[src/rtl/ws2812b_pkg.sv]
`default_nettype none
// +----------------------------------------------------------------------------+
// | Module      : ws2812b_pkg                                                  |
// | Description : Shared timing constants and state type for the WS2812B      |
// |               receive path (100 MHz board clock).                          |
// | Revision    : 1.0 - initial release                                        |
// +----------------------------------------------------------------------------+
package ws2812b_pkg;

  // Receive pulse-classification limits, in clk cycles
  localparam int T_MIN_HIGH   = 20;    // shorter high pulse is a glitch
  localparam int T_THRESH     = 60;    // high time >= this decodes as a 1
  localparam int T_MAX_HIGH   = 100;   // longer high pulse is an error
  localparam int RESET_CYCLES = 5000;  // 50 us latch gap

  // Transmitter nominal timing, kept here so both chains share one source
  localparam int TX_T0H    = 40;
  localparam int TX_T1H    = 80;
  localparam int TX_PERIOD = 125;

  localparam int BITS_PER_PIXEL = 24;

  // Receiver decoder states
  typedef enum logic [1:0] {
    ST_SYNC  = 2'd0,  // waiting for a full low gap before trusting the line
    ST_ARMED = 2'd1,  // gap seen, waiting for the first rising edge
    ST_HIGH  = 2'd2,  // measuring a high pulse
    ST_LOW   = 2'd3   // measuring the low time after a bit
  } rxState_t;

endpackage
`default_nettype wire

[src/rtl/ws2812b_edge_sync.sv]
`default_nettype none
// +----------------------------------------------------------------------------+
// | Module      : ws2812b_edge_sync                                            |
// | Description : Two-flop synchronizer for an asynchronous input plus        |
// |               single-cycle rise/fall strobes on the synchronized level.   |
// | Revision    : 1.0 - initial release                                        |
// +----------------------------------------------------------------------------+
module ws2812b_edge_sync (
  input  logic clk,
  input  logic reset,     // asynchronous, active-low
  input  logic asyncIn,
  output logic level,
  output logic rise,
  output logic fall
);

  logic r_meta;
  logic r_sync;
  logic r_prev;

  // Metastability filter followed by a one-cycle history flop for edge detect
  always_ff @(posedge clk or negedge reset) begin
    if (!reset) begin
      r_meta <= 1'b0;
      r_sync <= 1'b0;
      r_prev <= 1'b0;
    end else begin
      r_meta <= asyncIn;
      r_sync <= r_meta;
      r_prev <= r_sync;
    end
  end

  assign level = r_sync;
  assign rise  = r_sync & ~r_prev;
  assign fall  = ~r_sync & r_prev;

endmodule
`default_nettype wire

[src/rtl/ws2812b_rx.sv]
`default_nettype none
// +----------------------------------------------------------------------------+
// | Module      : ws2812b_rx                                                   |
// | Description : WS2812B single-wire receiver. Measures each high pulse,     |
// |               recovers bits and assembles 24-bit GRB words with a         |
// |               per-frame pixel index; flags frame ends and bad pulses.     |
// | Revision    : 1.0 - initial release                                        |
// +----------------------------------------------------------------------------+
module ws2812b_rx #(
  parameter int T_MIN_HIGH   = ws2812b_pkg::T_MIN_HIGH,
  parameter int T_THRESH     = ws2812b_pkg::T_THRESH,
  parameter int T_MAX_HIGH   = ws2812b_pkg::T_MAX_HIGH,
  parameter int RESET_CYCLES = ws2812b_pkg::RESET_CYCLES
) (
  input  logic        clk,
  input  logic        reset,        // asynchronous, active-low
  input  logic        din,
  output logic [23:0] pixel,
  output logic        pixel_valid,
  output logic [7:0]  pixel_idx,
  output logic        frame_done,
  output logic        frame_err,
  output logic        bit_err
);

  import ws2812b_pkg::*;

  localparam int LOW_W  = $clog2(RESET_CYCLES + 1);
  localparam int HIGH_W = $clog2(T_MAX_HIGH + 2);
  localparam int BIT_W  = $clog2(BITS_PER_PIXEL);

  localparam logic [LOW_W-1:0]  c_LOW_ONE   = LOW_W'(1);
  localparam logic [LOW_W-1:0]  c_LOW_LIMIT = LOW_W'(RESET_CYCLES);
  localparam logic [HIGH_W-1:0] c_HIGH_ONE  = HIGH_W'(1);
  localparam logic [HIGH_W-1:0] c_HIGH_MIN  = HIGH_W'(T_MIN_HIGH);
  localparam logic [HIGH_W-1:0] c_HIGH_THR  = HIGH_W'(T_THRESH);
  localparam logic [HIGH_W-1:0] c_HIGH_OVER = HIGH_W'(T_MAX_HIGH + 1);
  localparam logic [BIT_W-1:0]  c_BIT_ONE   = BIT_W'(1);
  localparam logic [BIT_W-1:0]  c_LAST_BIT  = BIT_W'(BITS_PER_PIXEL - 1);

  // Synchronized line and its edge strobes
  logic w_level;
  logic w_rise;
  logic w_fall;

  ws2812b_edge_sync u_edgeSync (
    .clk     (clk),
    .reset   (reset),
    .asyncIn (din),
    .level   (w_level),
    .rise    (w_rise),
    .fall    (w_fall)
  );

  rxState_t            r_state;
  logic [LOW_W-1:0]    r_lowCnt;
  logic [HIGH_W-1:0]   r_highCnt;
  logic [BIT_W-1:0]    r_bitCnt;
  logic [23:0]         r_shift;
  logic                r_havePix;   // a pixel has already been presented this frame

  logic [LOW_W-1:0]    w_lowNext;
  logic [HIGH_W-1:0]   w_highNext;
  logic                w_bit;
  logic                w_tooShort;
  logic [23:0]         w_word;

  assign w_lowNext  = r_lowCnt + c_LOW_ONE;
  assign w_highNext = r_highCnt + c_HIGH_ONE;
  assign w_bit      = (r_highCnt >= c_HIGH_THR);
  assign w_tooShort = (r_highCnt < c_HIGH_MIN);
  assign w_word     = {r_shift[22:0], w_bit};

  // Decoder state machine with registered outputs
  always_ff @(posedge clk or negedge reset) begin
    if (!reset) begin
      r_state     <= ST_SYNC;
      r_lowCnt    <= '0;
      r_highCnt   <= '0;
      r_bitCnt    <= '0;
      r_shift     <= '0;
      r_havePix   <= 1'b0;
      pixel       <= '0;
      pixel_valid <= 1'b0;
      pixel_idx   <= '0;
      frame_done  <= 1'b0;
      frame_err   <= 1'b0;
      bit_err     <= 1'b0;
    end else begin
      pixel_valid <= 1'b0;
      frame_done  <= 1'b0;
      frame_err   <= 1'b0;
      bit_err     <= 1'b0;

      case (r_state)
        ST_SYNC: begin
          // Only a complete low gap makes the line trustworthy again
          if (w_level) begin
            r_lowCnt <= '0;
          end else if (w_lowNext == c_LOW_LIMIT) begin
            r_lowCnt <= '0;
            r_state  <= ST_ARMED;
          end else begin
            r_lowCnt <= w_lowNext;
          end
        end

        ST_ARMED: begin
          if (w_rise) begin
            r_highCnt <= c_HIGH_ONE;
            r_state   <= ST_HIGH;
          end
        end

        ST_HIGH: begin
          if (w_fall) begin
            if (w_tooShort) begin
              // Glitch: drop the partial pixel and the frame position
              bit_err   <= 1'b1;
              r_bitCnt  <= '0;
              r_havePix <= 1'b0;
              pixel_idx <= '0;
              r_lowCnt  <= c_LOW_ONE;   // the strobe cycle is already low
              r_state   <= ST_SYNC;
            end else begin
              r_shift  <= w_word;
              r_lowCnt <= c_LOW_ONE;
              r_state  <= ST_LOW;
              if (r_bitCnt == c_LAST_BIT) begin
                pixel       <= w_word;
                pixel_valid <= 1'b1;
                r_bitCnt    <= '0;
                r_havePix   <= 1'b1;
                pixel_idx   <= r_havePix ? (pixel_idx + 8'd1) : 8'd0;
              end else begin
                r_bitCnt <= r_bitCnt + c_BIT_ONE;
              end
            end
          end else if (w_highNext == c_HIGH_OVER) begin
            // Stuck-high line: abort without shifting a bit
            r_highCnt <= w_highNext;
            bit_err   <= 1'b1;
            r_bitCnt  <= '0;
            r_havePix <= 1'b0;
            pixel_idx <= '0;
            r_lowCnt  <= '0;
            r_state   <= ST_SYNC;
          end else begin
            r_highCnt <= w_highNext;
          end
        end

        ST_LOW: begin
          if (w_rise) begin
            r_highCnt <= c_HIGH_ONE;
            r_state   <= ST_HIGH;
          end else if (w_lowNext == c_LOW_LIMIT) begin
            // Latch gap closes the frame; any leftover bits are a short pixel
            frame_done <= 1'b1;
            frame_err  <= (r_bitCnt != '0);
            r_bitCnt   <= '0;
            r_havePix  <= 1'b0;
            pixel_idx  <= '0;
            r_lowCnt   <= '0;
            r_state    <= ST_ARMED;
          end else begin
            r_lowCnt <= w_lowNext;
          end
        end

        default: begin
          r_state <= ST_SYNC;
        end
      endcase
    end
  end

endmodule
`default_nettype wire
[config.mk]
export PLATFORM = sky130hd
export DESIGN_NAME = ws2812b_rx
export DESIGN_NICKNAME = d
export VERILOG_FILES = /design/src/rtl/ws2812b_pkg.sv /design/src/rtl/ws2812b_edge_sync.sv /design/src/rtl/ws2812b_rx.sv
export SDC_FILE = /design/constraint.sdc
export NUM_CORES = 1
export LEC_CHECK = 0
export CORE_MARGIN = 1.5
export CORE_UTILIZATION = 45
export DETAILED_ROUTE_END_ITERATION = 7
export GPL_TIMING_DRIVEN = 0
export HOLD_SLACK_MARGIN = 0.08
export SLEW_MARGIN = 40
export SYNTH_ARGS = -nofsm -noshare
export SYNTH_HDL_FRONTEND = slang
export SYNTH_SLANG_ARGS = --single-unit
[constraint.sdc]
create_clock -name clk -period 3.9 [get_ports clk]
set_input_delay 0.39 -clock clk [delete_from_list [all_inputs] [get_ports clk]]
set_output_delay 0.39 -clock clk [all_outputs]
set_load 0.02 [all_outputs]
==> run metrics, run 1 <==
status=completed; CP Cell Sequence=ha_1, nand3_1, nor4b_1, nor3_1, nor2_1, o211ai_1, clkbuf_1, o21ai_0, o41ai_1; max_cap viols=0; slowest CP cell=o211ai_1; Post-DP Area=0.00487 mm^2; RSZ-0062 raised after global routing=no; WS Path Type=reg -> reg; Tmin final=3.02 ns; CORE AREA=0.00924 mm^2; die area=around 0.010 mm^2; asr flop ratio synth=1.00; DRC Markers=0; Synth top area share=0.524; Synth top cells by count=dfrtp_1 (90), mux2_2 (46), nor2_1 (31), o21ai_0 (31), nand2_1 (28); Total Wirelength=8.56 mm; PnR worst setup slack=around 0.88 ns; starting DRC count in detailed routing=~120; Placer Congestion=0.827; Yosys cell types=59; Main synth FF type=dfrtp_1; Hold Fails Final Rpt=0; Post-Syn Area=about 0.0043 mm^2; number of synthesized flops with an enable pin=0; share of layout cells above drive strength 1=0.179; TritonCTS buffer count=9; Setup-failing EPs final=0; # placed instances=roughly 560; Placement Rows=35; Synth Area per Inst=10.9 um^2; CTS max path bufs=2; clock slew at reported path FFs=between 0.1 and 0.15 ns; dpl hpwl=about 5.8 mm; gr usage total=0.183; Final ANT Viol Nets=0; CTS tree=yes; setup bufs post-CTS=0; worst-path maximum fanout=10; vias=3,196; CTS H-tree lvls=3; Pre-antenna DRT Iters=4; P_leak=between 2 and 2.5 nW; Clock Skews=0.0143 ns; worst vdd rail ir drop=around 320 uV; global route total overflow=0; Worst Path Required=around 4.2 ns; # diodes=0; DR vias/cell=5.50; Worst slew margin=0.551; Post-Layout Cell Count=between 500 and 600; yosys warns=0; initial antenna violation count=0; later-pin clock latency in the skew report=0.38 ns; WL/cell=14.7 um; WHS=approximately 0.36 ns; pin count of the biggest net entering global routing=47; Die Span Y=about 100 um; port buffer count=38; Slew Viols, Final=0; # IOs=39; Initial Util=0.465; PwrDens=~320 mW/mm^2; design area=between 0.005 and 0.006 mm^2; worst hold path class=reg -> reg; Synth area leader=dfrtp_1; TritonCTS Sinks=90; Seq/Total Area, Yosys=0.524; CP Launch Type=flop; worst slew pin tran=around 0.67 ns; fin crit share=0.775; post-place setup slack=0.924 ns; slowest stage delay, CP=~0.60 ns; flops & latches, synth=90; width of the die=a little over 100 um; first-pass GRT wire length=about 15 mm; net count after synthesis=between 400 and 500; number of global-route vias before repair=3,079; Nets=456; fill count=between 800 and 900; WP data arrival=3.28 ns; clk root buf=clkbuf_8; top cells by area, synth=dfrtp_1 (52%), mux2_2 (12%), o21ai_0 (3.6%); most common cell in the netlist=dfrtp_1; Worst Setup End Kind=flop; Gate Count Post-Synth=roughly 400; Highest Clock Rate=331 MHz; synth-to-layout area growth=17.9%
==> metal layers <==
layer	vias to the layer above	track usage	wire length, um
met5	-	0	0
li1	1544	-	-
met3	10	0.0680	451
met1	1586	0.238	3930
met4	0	0.0477	102
met2	56	0.290	4070
==> sequential cells by signal, summed over array words and instances (netlist names) <==
signal / flops
r_highCnt: 7
pixel: 24
r_havePix: 1
r_state: 2
u_edgeSync.level: 1
frame_done: 1
pixel_idx: 8
u_edgeSync.r_prev: 1
u_edgeSync.r_meta: 1
r_shift: 23
r_bitCnt: 5
frame_err: 1
r_lowCnt: 13
bit_err: 1
pixel_valid: 1
==> stage by stage <==
stage / power (mW) / setup TNS [ns] / util
2_1_floorplan: 0.978 / 0 / -
3_3_place_gp: 1.00 / -82.51 / 0.524
3_5_place_dp: 1.01 / 0 / 0.527
4_1_cts: 1.65 / 0 / 0.549
5_1_grt: 1.69 / 0 / 0.549
6_report: 1.62 / 0 / 0.549
==> path summary, 6_finish.rpt <==
check	startpoint	endpoint	slack, ns	cells after the start
worst min register to register	u_edgeSync.r_meta	u_edgeSync.level	0.36	0
worst max-delay path	r_highCnt[1]	r_lowCnt[5]	0.88	9
worst max register to register	r_highCnt[1]	r_lowCnt[5]	0.88	9
worst min-delay path	u_edgeSync.r_meta	u_edgeSync.level	0.36	0
max in group asynchronous	reset	r_bitCnt[0]	2.83	3
min in group asynchronous	reset	r_lowCnt[5]	0.50	2
==> kinds of logic (layout without fill, tap and decap cells) <==
| logic type | after synthesis | in the layout | share of synthesized area |
|---|---|---|---|
| muxes | 49 | 49 | 0.128 |
| and+or+nand+nor | 127 | 127 | 0.153 |
| adders and majority gates | 6 | 6 | 0.0175 |
| DFF | 90 | 90 | 0.524 |
| AOI/OAI and AO/OA | 93 | 93 | 0.149 |
| buffers and inverters | 31 | 87 | 0.0285 |
==> placed cells by master, fill, tap and decap left out, drive strengths merged, types with 2 or more instances in the layout <==
master,n
clkdlybuf4s50,37
and2,5
nand2b,10
a2bb2oi,2
a21oi,15
clkbuf,20
ha,6
buf,7
nor3b,3
mux2,47
nand4,3
nand3,14
nor4,3
nor3,10
inv,21
o31ai,5
a2111oi,2
and3,6
nor2,32
o22ai,2
dfrtp,90
a211o,2
or2,2
or3,2
mux2i,2
a31oi,4
nand2,28
and4,2
o211ai,2
o41ai,8
nor2b,3
o21ai,37
==> worst max-delay path, delay by kind of cell (launching register included) <==
family / cells / cell delay, ns
and+or+nand+nor: 4 / 0.87
AOI/OAI and AO/OA: 3 / 0.85
DFF: 1 / 0.44
buffers and inverters: 1 / 0.40
adders and majority gates: 1 / 0.34
==> what timing repair did <==
item                      in CTS  in global routing
hold endpoints to repair      45                  0
resized for setup              0                  0
hold buffers                   1                  0
==> report_power, final <==
part / leakage (nW) / total, mW / switching [mW] / internal (mW)
clock: 0.100 / 0.633 / 0.382 / 0.251
combinational: 0.860 / 0.0486 / 0.0348 / 0.0138
sequential: 1.25 / 0.941 / 0.00422 / 0.936
total: 2.21 / 1.62 / 0.421 / 1.20
==> cell type report <==
| cell class | instances | area [um^2] | area share |
|---|---|---|---|
| Clock inverter | 7 | 65.1 | 0.0128 |
| Tap cell | 129 | 161 | 0.0318 |
| Multi-Input combinational cell | 275 | 1920 | 0.380 |
| Clock buffer | 9 | 124 | 0.0244 |
| Buffer | 16 | 66.3 | 0.0131 |
| Timing Repair Buffer | 40 | 419 | 0.0827 |
| Inverter | 15 | 56.3 | 0.0111 |
| Sequential cell | 90 | 2250 | 0.444 |
(Power assumes the default switching activity.)
==> run 2: changes to the inputs <==
==> constraint.sdc (replaced) <==
create_clock -name clk -period 3.06 [get_ports clk]
set_input_delay 0.306 -clock clk [delete_from_list [all_inputs] [get_ports clk]]
set_output_delay 0.306 -clock clk [all_outputs]
set_load 0.02 [all_outputs]
==> run metrics, run 2 (same netlist as run 1, synthesis figures left out) <==
Die Span Y=101 um; PwrDens=~400 mW/mm^2; WP data arrival=around 3.1 ns; Highest Clock Rate=between 300 and 400 MHz; worst-path maximum fanout=6; synth-to-layout area growth=18.4%; width of the die=101 um; worst vdd rail ir drop=approximately 400 uV; starting DRC count in detailed routing=roughly 110; Total Wirelength=between 8 and 9 mm; design area=about 0.0051 mm^2; DRC Markers=0; post-place setup slack=0.0840 ns; number of global-route vias before repair=slightly above 3,000; internal reg-to-reg setup slack=between 0.15 and 0.2 ns; Tmin final=roughly 2.9 ns; first-pass GRT wire length=roughly 15 mm; slowest stage delay, CP=0.44 ns; worst setup path startpoint=r_lowCnt[0]; Biggest register=pixel; CP endpoint=r_bitCnt[0]; most frequent cells in the layout=dfrtp_1 (90), mux2_2 (46), clkdlybuf4s50_1 (37), nor2_1 (31), o21ai_0 (31); dpl hpwl=roughly 5.8 mm; later-pin clock latency in the skew report=around 0.38 ns; Worst Setup End Kind=flop; die area=between 0.01 and 0.015 mm^2; port buffer count=38; Design Power=approximately 2.1 mW; initial antenna violation count=0; Pre-antenna DRT Iters=4; P_leak=between 2 and 2.5 nW; fin crit share=0.941; CTS max path bufs=2; capture point of the worst reg-to-reg path=r_bitCnt[0]; CORE AREA=~0.0092 mm^2; CP Cell Sequence=ha_2, nand4_2, or3_4, a211o_1, a2111oi_4, nor2_2, a21boi_4, mux2_1; Nets=roughly 460; Placer Congestion=0.827; gr usage total=0.183; Setup-failing EPs final=0; Largest regs=pixel: 24 flops, r_shift: 23 flops, r_lowCnt: 13 flops; WHS=about 0.36 ns; max reg flops=24; CTS H-tree lvls=3; fin util=0.551; PnR worst setup slack=around 0.18 ns; TritonCTS Sinks=90; WL/cell=around 15 um; CP Launch Type=flop; # IOs=39; Initial Util=0.465; Placement Rows=35; Final ANT Viol Nets=0; global route total overflow=0; max_cap viols=0; worst hold path class=in -> reg; TritonCTS buffer count=9; Slew Viols, Final=0; Post-DP Area=~0.0049 mm^2; RSZ-0062 raised after global routing=no; path depth of the worst reg2reg path=8; Clock Skews=about 0.014 ns; Hold Fails Final Rpt=0; Worst Path Required=between 3 and 4 ns; DR vias/cell=5.49; Worst slew margin=0.561; vias=~3,200; status=completed; share of layout cells above drive strength 1=0.187; worst slew pin tran=approximately 0.65 ns; WS Path Type=reg -> reg; clock slew at reported path FFs=0.10 ns; clk root buf=clkbuf_8; most common cell after layout, fill and taps aside=dfrtp_1; # diodes=0; pin count of the biggest net entering global routing=between 40 and 50; slowest CP cell=dfrtp_1; CTS tree=yes; fill count=slightly above 800; Crit Reg-Reg Startpoint=r_lowCnt[0]
==> run 2: cell types whose count changed in the layout (fill, tap and decap cells not counted), sizes merged <==
cell	before	now
buf	7	9
==> run 2: cell type report <==
class | instances | area, um^2 | share of cell area
Sequential cell | 90 | 2250 | 0.442
Multi-Input combinational cell | 275 | 1930 | 0.379
Timing Repair Buffer | 42 | 434 | 0.0853
Tap cell | 129 | 161 | 0.0317
Clock buffer | 9 | 124 | 0.0243
Buffer | 16 | 66.3 | 0.0130
Clock inverter | 7 | 65.1 | 0.0128
Inverter | 15 | 56.3 | 0.0111
==> run 2: power by group <==
| part | leakage (nW) | switching (mW) | total, mW | internal (mW) |
|---|---|---|---|---|
| sequential | 1.25 | 0.00537 | 1.20 | 1.19 |
| clock | 0.100 | 0.486 | 0.806 | 0.320 |
| combinational | 0.869 | 0.0442 | 0.0620 | 0.0178 |
| total | 2.22 | 0.536 | 2.07 | 1.53 |
==> run 2: worst max-delay path, delay by kind of cell (launching register included) <==
kind	cells	cell delay [ns]
flip-flops	1	0.44
adder cells (fa/ha/maj)	1	0.27
AO/OA/AOI/OAI	3	1.06
AND/OR/NAND/NOR	3	0.65
multiplexers	1	0.34
==> run 2: repair_timing <==
item,in CTS,in global routing
endpoints found under the setup margin,0,14
hold buffers,1,0
endpoints found under the hold margin,45,0
setup buffers,0,2
gates resized for setup,0,2
==> run 2: routing by layer <==
| layer | track usage | vias up | wire length (um) |
|---|---|---|---|
| met1 | 0.238 | 1592 | 3950 |
| met4 | 0.0477 | 0 | 101 |
| li1 | - | 1550 | - |
| met3 | 0.0680 | 10 | 411 |
| met5 | 0 | - | 0 |
| met2 | 0.290 | 48 | 4080 |
==> run 2: how the worst min path moves through the flow <==
stage,startpoint,depth (start not counted),to,slack [ns]
detailed placement,reset,1,r_lowCnt[5],0.26
global placement,u_edgeSync.r_meta,0,u_edgeSync.level,0.34
global route,din,1,u_edgeSync.r_meta,0.34
floorplan,reset,0,bit_err,0.01
CTS,din,1,u_edgeSync.r_meta,0.34
finish,din,1,u_edgeSync.r_meta,0.36
==> run 2: metrics by stage <==
stage               std cells  TNS [ns]
CTS                       581         0
global placement          563   -150.55
global route              583         0
finish                    583         0
floorplan                 396         0
detailed placement        564         0
